`src/rtl/apb_master.sv`:
```
// APB3 initiator. It takes one request at a time from a valid/ready request
// port, runs the SETUP/ACCESS phases on the APB bus, and returns read data
// and an error flag on a valid/ready response port. ACCESS can be aborted
// after a programmable number of wait-state cycles.
//
// Handshake rule for both ports: a transfer happens on a rising edge where
// valid and ready are both high. The initiator holds valid and its payload
// stable until that edge. The request side accepts only in IDLE, and
// req_ready never depends on req_valid.
module apb_master #(
    parameter int ADDR_WIDTH = 32,
    parameter int DATA_WIDTH = 32,
    parameter int TIMEOUT    = 16
) (
    input  logic                  clk,
    input  logic                  rst,
    input  logic                  req_valid,
    output logic                  req_ready,
    input  logic [ADDR_WIDTH-1:0] req_addr,
    input  logic                  req_rnw,
    input  logic [DATA_WIDTH-1:0] req_wdata,
    output logic                  rsp_valid,
    input  logic                  rsp_ready,
    output logic [DATA_WIDTH-1:0] rsp_rdata,
    output logic                  rsp_err,
    output logic [ADDR_WIDTH-1:0] apb_paddr,
    output logic                  apb_psel,
    output logic                  apb_penable,
    output logic                  apb_pwrite,
    output logic [DATA_WIDTH-1:0] apb_pwdata,
    input  logic [DATA_WIDTH-1:0] apb_prdata,
    input  logic                  apb_pready,
    output logic [1:0]            state_dbg
);

    typedef enum logic [1:0] {
        IDLE   = 2'd0,
        SETUP  = 2'd1,
        ACCESS = 2'd2,
        RESP   = 2'd3
    } state_t;

    // A TIMEOUT of 0 disables the abort entirely. TO_LAST is the counter
    // value seen during the final permitted ACCESS cycle.
    localparam bit          TO_EN   = (TIMEOUT != 0);
    localparam logic [15:0] TO_LAST = 16'(TIMEOUT - 1);

    state_t      state;
    logic [15:0] wait_cnt;

    // The request port may only be served from IDLE.
    assign req_ready = (state == IDLE);
    assign state_dbg = state;

    // Transfer sequencer. Every bus and response output is registered here.
    always_ff @(posedge clk) begin
        if (rst) begin
            state       <= IDLE;
            wait_cnt    <= 16'd0;
            apb_paddr   <= '0;
            apb_psel    <= 1'b0;
            apb_penable <= 1'b0;
            apb_pwrite  <= 1'b0;
            apb_pwdata  <= '0;
            rsp_valid   <= 1'b0;
            rsp_rdata   <= '0;
            rsp_err     <= 1'b0;
        end else begin
            case (state)
                IDLE: begin
                    if (req_valid) begin
                        apb_paddr   <= req_addr;
                        apb_pwrite  <= !req_rnw;
                        apb_pwdata  <= req_wdata;
                        apb_psel    <= 1'b1;
                        apb_penable <= 1'b0;
                        state       <= SETUP;
                    end
                end
                SETUP: begin
                    apb_penable <= 1'b1;
                    wait_cnt    <= 16'd0;
                    state       <= ACCESS;
                end
                ACCESS: begin
                    // If PREADY arrives in the last allowed cycle, the
                    // transfer completes normally.
                    if (apb_pready) begin
                        apb_psel    <= 1'b0;
                        apb_penable <= 1'b0;
                        rsp_valid   <= 1'b1;
                        rsp_err     <= 1'b0;
                        rsp_rdata   <= apb_pwrite ? '0 : apb_prdata;
                        state       <= RESP;
                    end else if (TO_EN && (wait_cnt == TO_LAST)) begin
                        apb_psel    <= 1'b0;
                        apb_penable <= 1'b0;
                        rsp_valid   <= 1'b1;
                        rsp_err     <= 1'b1;
                        rsp_rdata   <= '0;
                        state       <= RESP;
                    end else if (wait_cnt != 16'hffff) begin
                        wait_cnt <= wait_cnt + 16'd1;
                    end
                end
                RESP: begin
                    if (rsp_ready) begin
                        rsp_valid <= 1'b0;
                        state     <= IDLE;
                    end
                end
                default: state <= IDLE;
            endcase
        end
    end

endmodule
```
`config.mk`:
```
export PLATFORM = sky130hd
export DESIGN_NAME = apb_master
export DESIGN_NICKNAME = d
export VERILOG_FILES = /design/src/rtl/apb_master.sv
export SDC_FILE = /design/constraint.sdc
export NUM_CORES = 1
export LEC_CHECK = 0
export CAP_MARGIN = 30
export CORE_MARGIN = 8
export CORE_UTILIZATION = 30
export CTS_CLUSTER_SIZE = 16
export DETAILED_ROUTE_END_ITERATION = 16
export GPL_ROUTABILITY_DRIVEN = 0
export PLACE_DENSITY = 0.62
export SETUP_SLACK_MARGIN = 0.05
export SYNTH_ARGS = -nofsm -noshare
export SYNTH_HDL_FRONTEND = slang
export SYNTH_SLANG_ARGS = --single-unit
```
`constraint.sdc`:
```
create_clock -name clk -period 2.8 [get_ports clk]
set_input_delay 0.56 -clock clk [delete_from_list [all_inputs] [get_ports clk]]
set_output_delay 0.56 -clock clk [all_outputs]
set_load 0.1 [all_outputs]
```
======== Yosys cells after proc, flatten, opt, wreduce, memory -nomap -nowiden ========
Cells that the tools add are included.
word-level totals
  bits in registers ....................... 119
  logic and storage cells ................. 59
cells by class
  add/sub/neg operators ................... 1
  equal/unequal tests ..................... 11
  muxes and demuxes ....................... 23
  reductions and logical operators ........ 14
operators with widths
  cell                                                              count
  32-bit two-way mux                                                3
  16-bit two-way mux                                                3
  16-bit one-hot mux with 2 select lines                            1
  16-bit by 1-bit adder with 16-bit output, second input constant   1
  16-bit by 4-bit == test with 1-bit output, second input constant  1
  16-bit inequality test, second input constant                     1
  3-bit AND reduction                                               4
  2-bit inequality test, second input constant                      5
  1-bit two-way mux                                                 8
  2-bit two-way mux                                                 4
  2-bit one-hot mux with 4 select lines                             1
  2-bit nonzero test                                                4
  2-bit == test, second input constant                              2
  1-bit one-hot mux with 2 select lines                             2
  2-bit AND reduction                                               2
  4-bit AND reduction                                               1
  3-bit inequality test, second input constant                      1
  1-bit one-hot mux with 3 select lines                             1
  3-bit nonzero test                                                1
  2-bit by 1-bit == test with 1-bit output, second input constant   1
  2-bit logical NOT                                                 1
  1-bit logical NOT                                                 1

======== Longest topological paths before layout ========
Gate-level depths: netlist of run 1.
  depth after elaboration ................. 5
  depth in mapped cells ................... 8
  depth with buffers taken out ............ 7

======== Worst setup path before layout of run 1 ========
OpenSTA, ideal clock, no wires.
  kind .................................... flip-flop to flip-flop
  from .................................... reg state[0] (netlist: state_dbg[0])
  to ...................................... reg apb_paddr[3]
  library setup time ...................... 0.071 ns
  arrival ................................. 2.848 ns
  required time ........................... 2.729 ns
  path slack .............................. -0.118 ns
  cell stages (with the launch flop) ...... 9
  cells stage by stage .................... dfxtp_1 > inv_1 > ha_1 > and2_1 > clkbuf_1 > clkbuf_1 > buf_1 > nand2_1 > a21oi_1
on the way
  cells in the longest elaborated chain, start to end .. 2
ends and longest elaborated chain
  item                                  RTL line  source
  start: declaration                    48        state_t state;
  start signal: assignment              58        state <= IDLE;
  start signal: assignment              77        state <= SETUP;
  start signal: assignment              83        state <= ACCESS;
  2-bit logical NOT                     -
  net req_ready                         18        output logic req_ready,
  2-bit AND reduction (no source line)  -
  end signal: assignment                72        apb_paddr <= req_addr;
  end: declaration                      26        output logic [ADDR_WIDTH-1:0] apb_paddr,
The timed path passes the listed nets, and every way through them passes these cells.
A chain may end at the register's enable or synchronous reset.

======== Worst setup path in the final report of run 1 ========
  from .................................... reg wait_cnt[0]
  to ...................................... reg wait_cnt[8]
on the way
  cells in the longest elaborated chain, start to end .. 5
  elaborated cells on any way between the ends .. 10
  classes of those cells .................. add/sub (1); eq/ne (4); mux (4); reduce/logical (1)
ends and longest elaborated chain
  item                                      RTL line  source
  start: declaration                        49        logic [15:0] wait_cnt;
  start signal: assignment                  103       wait_cnt <= wait_cnt + 16'd1;
  16-bit by 1-bit adder with 16-bit output  103
  16-bit two-way mux                        102       end else if (wait_cnt != 16'hffff) begin
  16-bit two-way mux                        95        end else if (TO_EN && (wait_cnt == TO_LAST)) begin
  16-bit two-way mux                        88        if (apb_pready) begin
  16-bit one-hot mux with 2 select lines    69        case (state)
Parallel ways exist; a longest one is shown, timed or not. The select of a mux whose other input is x is not followed.

==> results.yml, run 1 <==
timing:
  tightest_slew_ns: 0.6348
  rsz0062_at_grt: "false"
  setup_viol: 0
  worst_clock_skew_ns: 0.01281
  hold_viol: 0
  max_freq_ghz: 0.4379
  fin_crit_sh_pct: 81.56
  hold_ws_ns: 0.4524
  drv_slew: 0
  min_period_ns: 2.284
  finalSetupTns_ns: 0
  max_slew_margin_pct: 57.68
global_route:
  grt.total_usage_pct: 15.06
  antenna_found_initial: 0
  grt_pass1_vias: 4638
  grt_max_degree: 63
  grt_overflow_total: 0
  grt_pass1_wl_mm: 23.95
clock_tree:
  cts_root_buf: "clkbuf_16"
  clkLatencyLatePin_ns: 0.41
  postCtsHoldBufs: 0
  cts_resized: 0
  cts_buffer_depth: 2
  cts_made_buffers: 17
  cts_setup_buffers: 0
  htree_levels: 4
  clock_sinks: 119
  clk_pin_slew_ns: 0.05
  cts_tree: "built"
layout:
  synthToLayoutAreaGrowth_pct: 54.03
  drive_above_1_share_pct: 21.50
  diodes: 0
  fin_nets: 846
  final_common_cell: "nand2_1"
  layoutNonFillerInstCount: 960
  layout_common_cells: "nand2_1 (142), dfxtp_1 (119), buf_4 (110), clkdlybuf4s50_1 (100), a21oi_1 (73)"
floorplan:
  die_h_um: 141.1
  ios: 206
  initial_core_util_pct: 30.79
  die_x_um: 141.1
  die_area_mm2: 0.01992
  rows: 45
  core_area_mm2: 0.01526
min_path:
  hold_class: "register to register"
synth:
  yosysTopAreaCellShare_pct: 50.71
  synth_nets: 653
  synth_edf_count: 0
  ys_types: 47
  yosysTopAreaCell: "dfxtp_1"
  synthXorXnorAreaFrac_pct: 0
  yosys_most_used_dff: "dfxtp_1"
  ys_seq_elements: 119
  synthMuxAreaShare_pct: 0.6391
  synth_area_mm2: 0.004698
  yosysSeqAreaShare_pct: 50.71
  netlist_instances: 545
  synth-simple-area-share_pct: 23.68
  ys_top_cells_by_area: "dfxtp_1 (51%), nand2_1 (11%), a21oi_1 (7.8%), a22oi_1 (5.1%), nor2_1 (3.3%)"
  synthAdderAreaFrac_pct: 1.598
  synth_compound_area_share_pct: 19.12
  syn_avg_cell_area_um2: 8.621
  postSynth.asyncResetShare_pct: 0
  synth_top_family_by_area: "simple AND/OR/NAND/NOR gates"
  yosys_warnings: 0
route:
  detail_route.first_pass.iterations: 4
  remaining_drc_errors: 0
  drt_iter0_markers: 247
  wl_per_cell_um: 15.70
  via_per_inst: 4.756
  finalWirelength_mm: 15.07
  via_count: 4566
  ant_nets: 0
critical_path:
  critical_path_required_ns: 3.11
  cp_max_fo: 25
  cp.arrival_ns: 2.59
  critical_path_class: "register to register"
  start_kind: "register"
  critPathCaptureType: "register"
pwr:
  leakagePower_nw: 2.943
  p_int_w: 0.003959
  p_seq_share_pct: 28.6
  p_switching_w: 0.003155
  p_comb_share_pct: 41.8
  vdd_ir_drop_max_mv: 0.5312
  power_density_mw_per_mm2: 983.1
  power_switching_share_pct: 44.35
  clkPwrFrac_pct: 29.6
placement:
  dp.cells: 930
  io_buffer_count: 205
  dp_hpwl_mm: 11.04
flow_run:
  drv_cap: 0
run_status:
  outcome: "finished clean"
[cell usage after synthesis, types with 5 or more instances]
library cell	count
a211o_1	5
a21oi_1	73
a22oi_1	32
clkbuf_1	27
dfxtp_1	119
ha_1	6
inv_1	7
nand2_1	143
nand3_1	7
nor2_1	41
nor4_1	6
or3_1	6
[critical path, stage by stage (launching register included)]
cell	delay [ns]
dfxtp_1	0.33
ha_1	0.29
and3_4	0.22
a41oi_2	0.22
nand3_2	0.40
or3_1	0.49
o31ai_1	0.22
[power by group through the flow]
| stage | sequential [W] | clock (W) | combinational (W) |
|---|---|---|---|
| global route | 0.00207 | 0.00225 | 0.00312 |
| CTS | 0.00204 | 0.00216 | 0.00300 |
| detailed placement | 0.00207 | 0 | 0.00300 |
| finish | 0.00204 | 0.00211 | 0.00297 |
| floorplan | 0.00357 | 0 | 0.000763 |
| global placement | 0.00206 | 0 | 0.00297 |
[final cells by class]
| class | count | area [µm²] |
|---|---|---|
| multi-input combinational | 381 | 2125 |
| inverter | 7 | 26.28 |
| clock inverter | 8 | 98.84 |
| timing repair buffer | 212 | 1867 |
| fill | 1464 | 8021 |
| tap | 211 | 264.0 |
| clock buffer | 22 | 474.2 |
| sequential | 119 | 2382 |
[stage by stage]
step	cell area, µm²	power [W]	util (%)	worst slack, ns
after floorplan	4701	0.004332	-	0.1978
after global placement	6664	0.005037	43.67	0.4399
after detailed placement	6664	0.005071	43.67	0.3240
after CTS	7237	0.007201	47.43	0.5312
after global routing	7237	0.007433	47.43	0.3860
final	7237	0.007115	47.43	0.5163
[flip-flops by register name (all words and copies together) (netlist names)]
name / count
apb_pwrite: 1
apb_psel: 1
state_dbg: 2
apb_penable: 1
apb_pwdata: 32
rsp_err: 1
rsp_rdata: 32
wait_cnt: 16
apb_paddr: 32
rsp_valid: 1
[cells by family (layout without fill, tap and decap cells)]
family / Yosys count / in the layout
multiplexers: 3 / 3
AND/OR/NAND/NOR: 234 / 234
flip-flops: 119 / 119
adder cells (fa/ha/maj): 6 / 6
buffers and inverters: 45 / 249
AO/OA/AOI/OAI: 138 / 138
[final timing paths]
check / startpoint / endpoint / slack (ns) / cells past startpoint
max: wait_cnt[0]$_SDFFE_PP0P_ / wait_cnt[8]$_SDFFE_PP0P_ / 0.52 / 6
min: apb_paddr[16]$_SDFFE_PP0P_ / apb_paddr[16]$_SDFFE_PP0P_ / 0.45 / 2
max reg2reg: wait_cnt[0]$_SDFFE_PP0P_ / wait_cnt[8]$_SDFFE_PP0P_ / 0.52 / 6
min reg2reg: apb_paddr[16]$_SDFFE_PP0P_ / apb_paddr[16]$_SDFFE_PP0P_ / 0.45 / 2
[routing by layer]
layer / vias to the layer above / routed length (µm) / GRT usage, %
li1: 2284 / - / -
met1: 2117 / 6048 / 16.02
met2: 150 / 7314 / 24.96
met3: 15 / 1523 / 8.406
met4: 0 / 187 / 4.751
met5: - / 0 / 0
No activity file was read; power rests on OpenSTA's default activity.
==> inputs of run 2 (changes only) <==
==> constraint.sdc (replaced) <==
create_clock -name clk -period 2.23 [get_ports clk]
set_input_delay 0.446 -clock clk [delete_from_list [all_inputs] [get_ports clk]]
set_output_delay 0.446 -clock clk [all_outputs]
set_load 0.1 [all_outputs]
==> run 2 against run 1 <==
  * Critical path depth increased by 1
  * Highest routed layer unchanged
  * Combinational power increased by 28%
  * Sequential power increased by 25%
  * Sequential share of layout area decreased by 0.60 points
  * Cell area increased by 2.0%
  * Non-clock buffer count increased by 4
  * Utilization increased by 0.93 points
  * Critical path type unchanged
  * Critical endpoint is now rsp_rdata[5]$_SDFFE_PP0P_
  * Via count increased by 0.26%
==> results.yml, run 2 (synthesized netlist as in run 1, its figures left out) <==
clock_tree:
  clk_pin_slew_ns: 0.06
  cts_setup_buffers: 0
  htree_levels: 4
  clock_sinks: 119
  cts_root_buf: "clkbuf_16"
  clkLatencyLatePin_ns: 0.41
  cts_made_buffers: 17
  postCtsHoldBufs: 0
  cts_buffer_depth: 2
  cts_resized: 0
  cts_tree: "built"
timing:
  fin_crit_sh_pct: 88.26
  drv_slew: 0
  tightest_slew_ns: 0.3870
  setup_viol: 0
  max_freq_ghz: 0.5081
  min_period_ns: 1.968
  max_slew_margin_pct: 74.14
  finalSetupTns_ns: 0
  worst_clock_skew_ns: 0.008208
  hold_viol: 0
  hold_ws_ns: 0.3496
  rsz0062_at_grt: "false"
  setup_ws_ns: 0.2618
layout:
  n_fill_cell: 1436
  layout_common_cells: "nand2_1 (142), dfxtp_1 (117), buf_4 (112), clkdlybuf4s50_1 (100), a21oi_1 (73)"
  top_regs: "apb_paddr: 32 flops, apb_pwdata: 32 flops, rsp_rdata: 32 flops"
  ff_latch_area_mm2: 0.002385
  fin_nets: 850
  final_common_cell: "nand2_1"
  final_area_mm2: 0.007378
  diodes: 0
  drive_above_1_share_pct: 22.15
  synthToLayoutAreaGrowth_pct: 57.04
  multiInputGateArea_mm2: 0.002135
critical_path:
  r2r_cells: 7
  reg2reg_to: "rsp_rdata[5]$_SDFFE_PP0P_"
  cp.arrival_ns: 2.25
  r2r_start: "wait_cnt[0]$_SDFFE_PP0P_"
  critical_path_required_ns: 2.52
  cp_max_fo: 32
  start_kind: "register"
  critPathCaptureType: "register"
  critical_path_class: "register to register"
  crit_start: "wait_cnt[0]$_SDFFE_PP0P_"
  reg2reg_setup_slack_ns: 0.26
global_route:
  antenna_found_initial: 0
  grt_max_degree: 80
  grt_pass1_wl_mm: 23.78
  grt.total_usage_pct: 14.98
  grt_pass1_vias: 4541
  grt_overflow_total: 0
placement:
  io_buffer_count: 205
  place_area_mm2: 0.006731
  dp_slack_ns: 0.1695
  dp_hpwl_mm: 10.96
pwr:
  power_density_mw_per_mm2: 1273
  vdd_ir_drop_max_mv: 0.5143
  leakagePower_nw: 3.013
floorplan:
  core_area_mm2: 0.01526
  ios: 206
  rows: 45
  die_x_um: 141.1
  die_h_um: 141.1
  initial_core_util_pct: 30.79
  die_area_mm2: 0.01992
flow_run:
  drv_cap: 0
route:
  ant_nets: 0
  remaining_drc_errors: 0
  via_count: 4578
  drt_iter0_markers: 182
  detail_route.first_pass.iterations: 4
  finalWirelength_mm: 15.19
  wl_per_cell_um: 15.74
  via_per_inst: 4.744
min_path:
  whs_path_depth: 2
  hold_class: "primary input to register"
  hold_start: "rst"
  whs_endpoint: "apb_paddr[15]$_SDFFE_PP0P_"
run_status:
  outcome: "finished clean"
==> run 2: worst max-delay path by stage <==
| stage | depth (start not counted) | to |
|---|---|---|
| global placement | 6 | wait_cnt[13]$_SDFFE_PP0P_ |
| floorplan | 8 | apb_paddr[3]$_SDFFE_PP0P_ |
| detailed placement | 6 | wait_cnt[14]$_SDFFE_PP0P_ |
| finish | 7 | rsp_rdata[5]$_SDFFE_PP0P_ |
| CTS | 7 | wait_cnt[14]$_SDFFE_PP0P_ |
| global route | 7 | rsp_rdata[9]$_SDFFE_PP0P_ |
==> run 2: final cells by class <==
| type | count | share of cell area [%] |
|---|---|---|
| clock buffers | 23 | 6.478 |
| clock inverters | 8 | 2.289 |
| inverters | 7 | 0.3561 |
| multi-input cells | 381 | 28.93 |
| flip-flops and latches | 119 | 32.32 |
| well taps | 211 | 3.578 |
| repair buffers | 216 | 26.05 |
==> run 2: metrics by stage <==
| step | util [%] | instances | total power (W) |
|---|---|---|---|
| finish | 48.36 | 965 | 0.009389 |
| global route | 48.36 | 965 | 0.009773 |
| detailed placement | 44.12 | 934 | 0.006451 |
| floorplan | - | 545 | 0.005465 |
| CTS | 48.36 | 965 | 0.009505 |
| global placement | 44.12 | 934 | 0.006405 |
==> run 2: routing by layer <==
metal  vias to the layer above  routed length (µm)  track usage (%)
li1                       2279                   -                -
met1                      2142                6201            16.18
met2                       143                7573            25.67
met3                        14                1199            6.313
met4                         0                 215            5.600
met5                         -                   0                0
==> run 2: power breakdown <==
part / switching, W / total, W / internal (W) / leakage [nW]
clock network: 0.000950 / 0.00301 / 0.00206 / 0.317
logic: 0.00289 / 0.00381 / 0.000923 / 1.73
registers: 0.000157 / 0.00256 / 0.00240 / 0.970
total: 0.00400 / 0.00939 / 0.00539 / 3.01
==> run 2: worst max-delay path, cell delays in order, from the launching register on <==
cell      delay [ns]
dfxtp_1         0.37
ha_1            0.28
and3_4          0.22
a41oi_2         0.13
buf_4           0.22
nand2b_4        0.31
a22oi_1         0.23
nor2_1          0.06
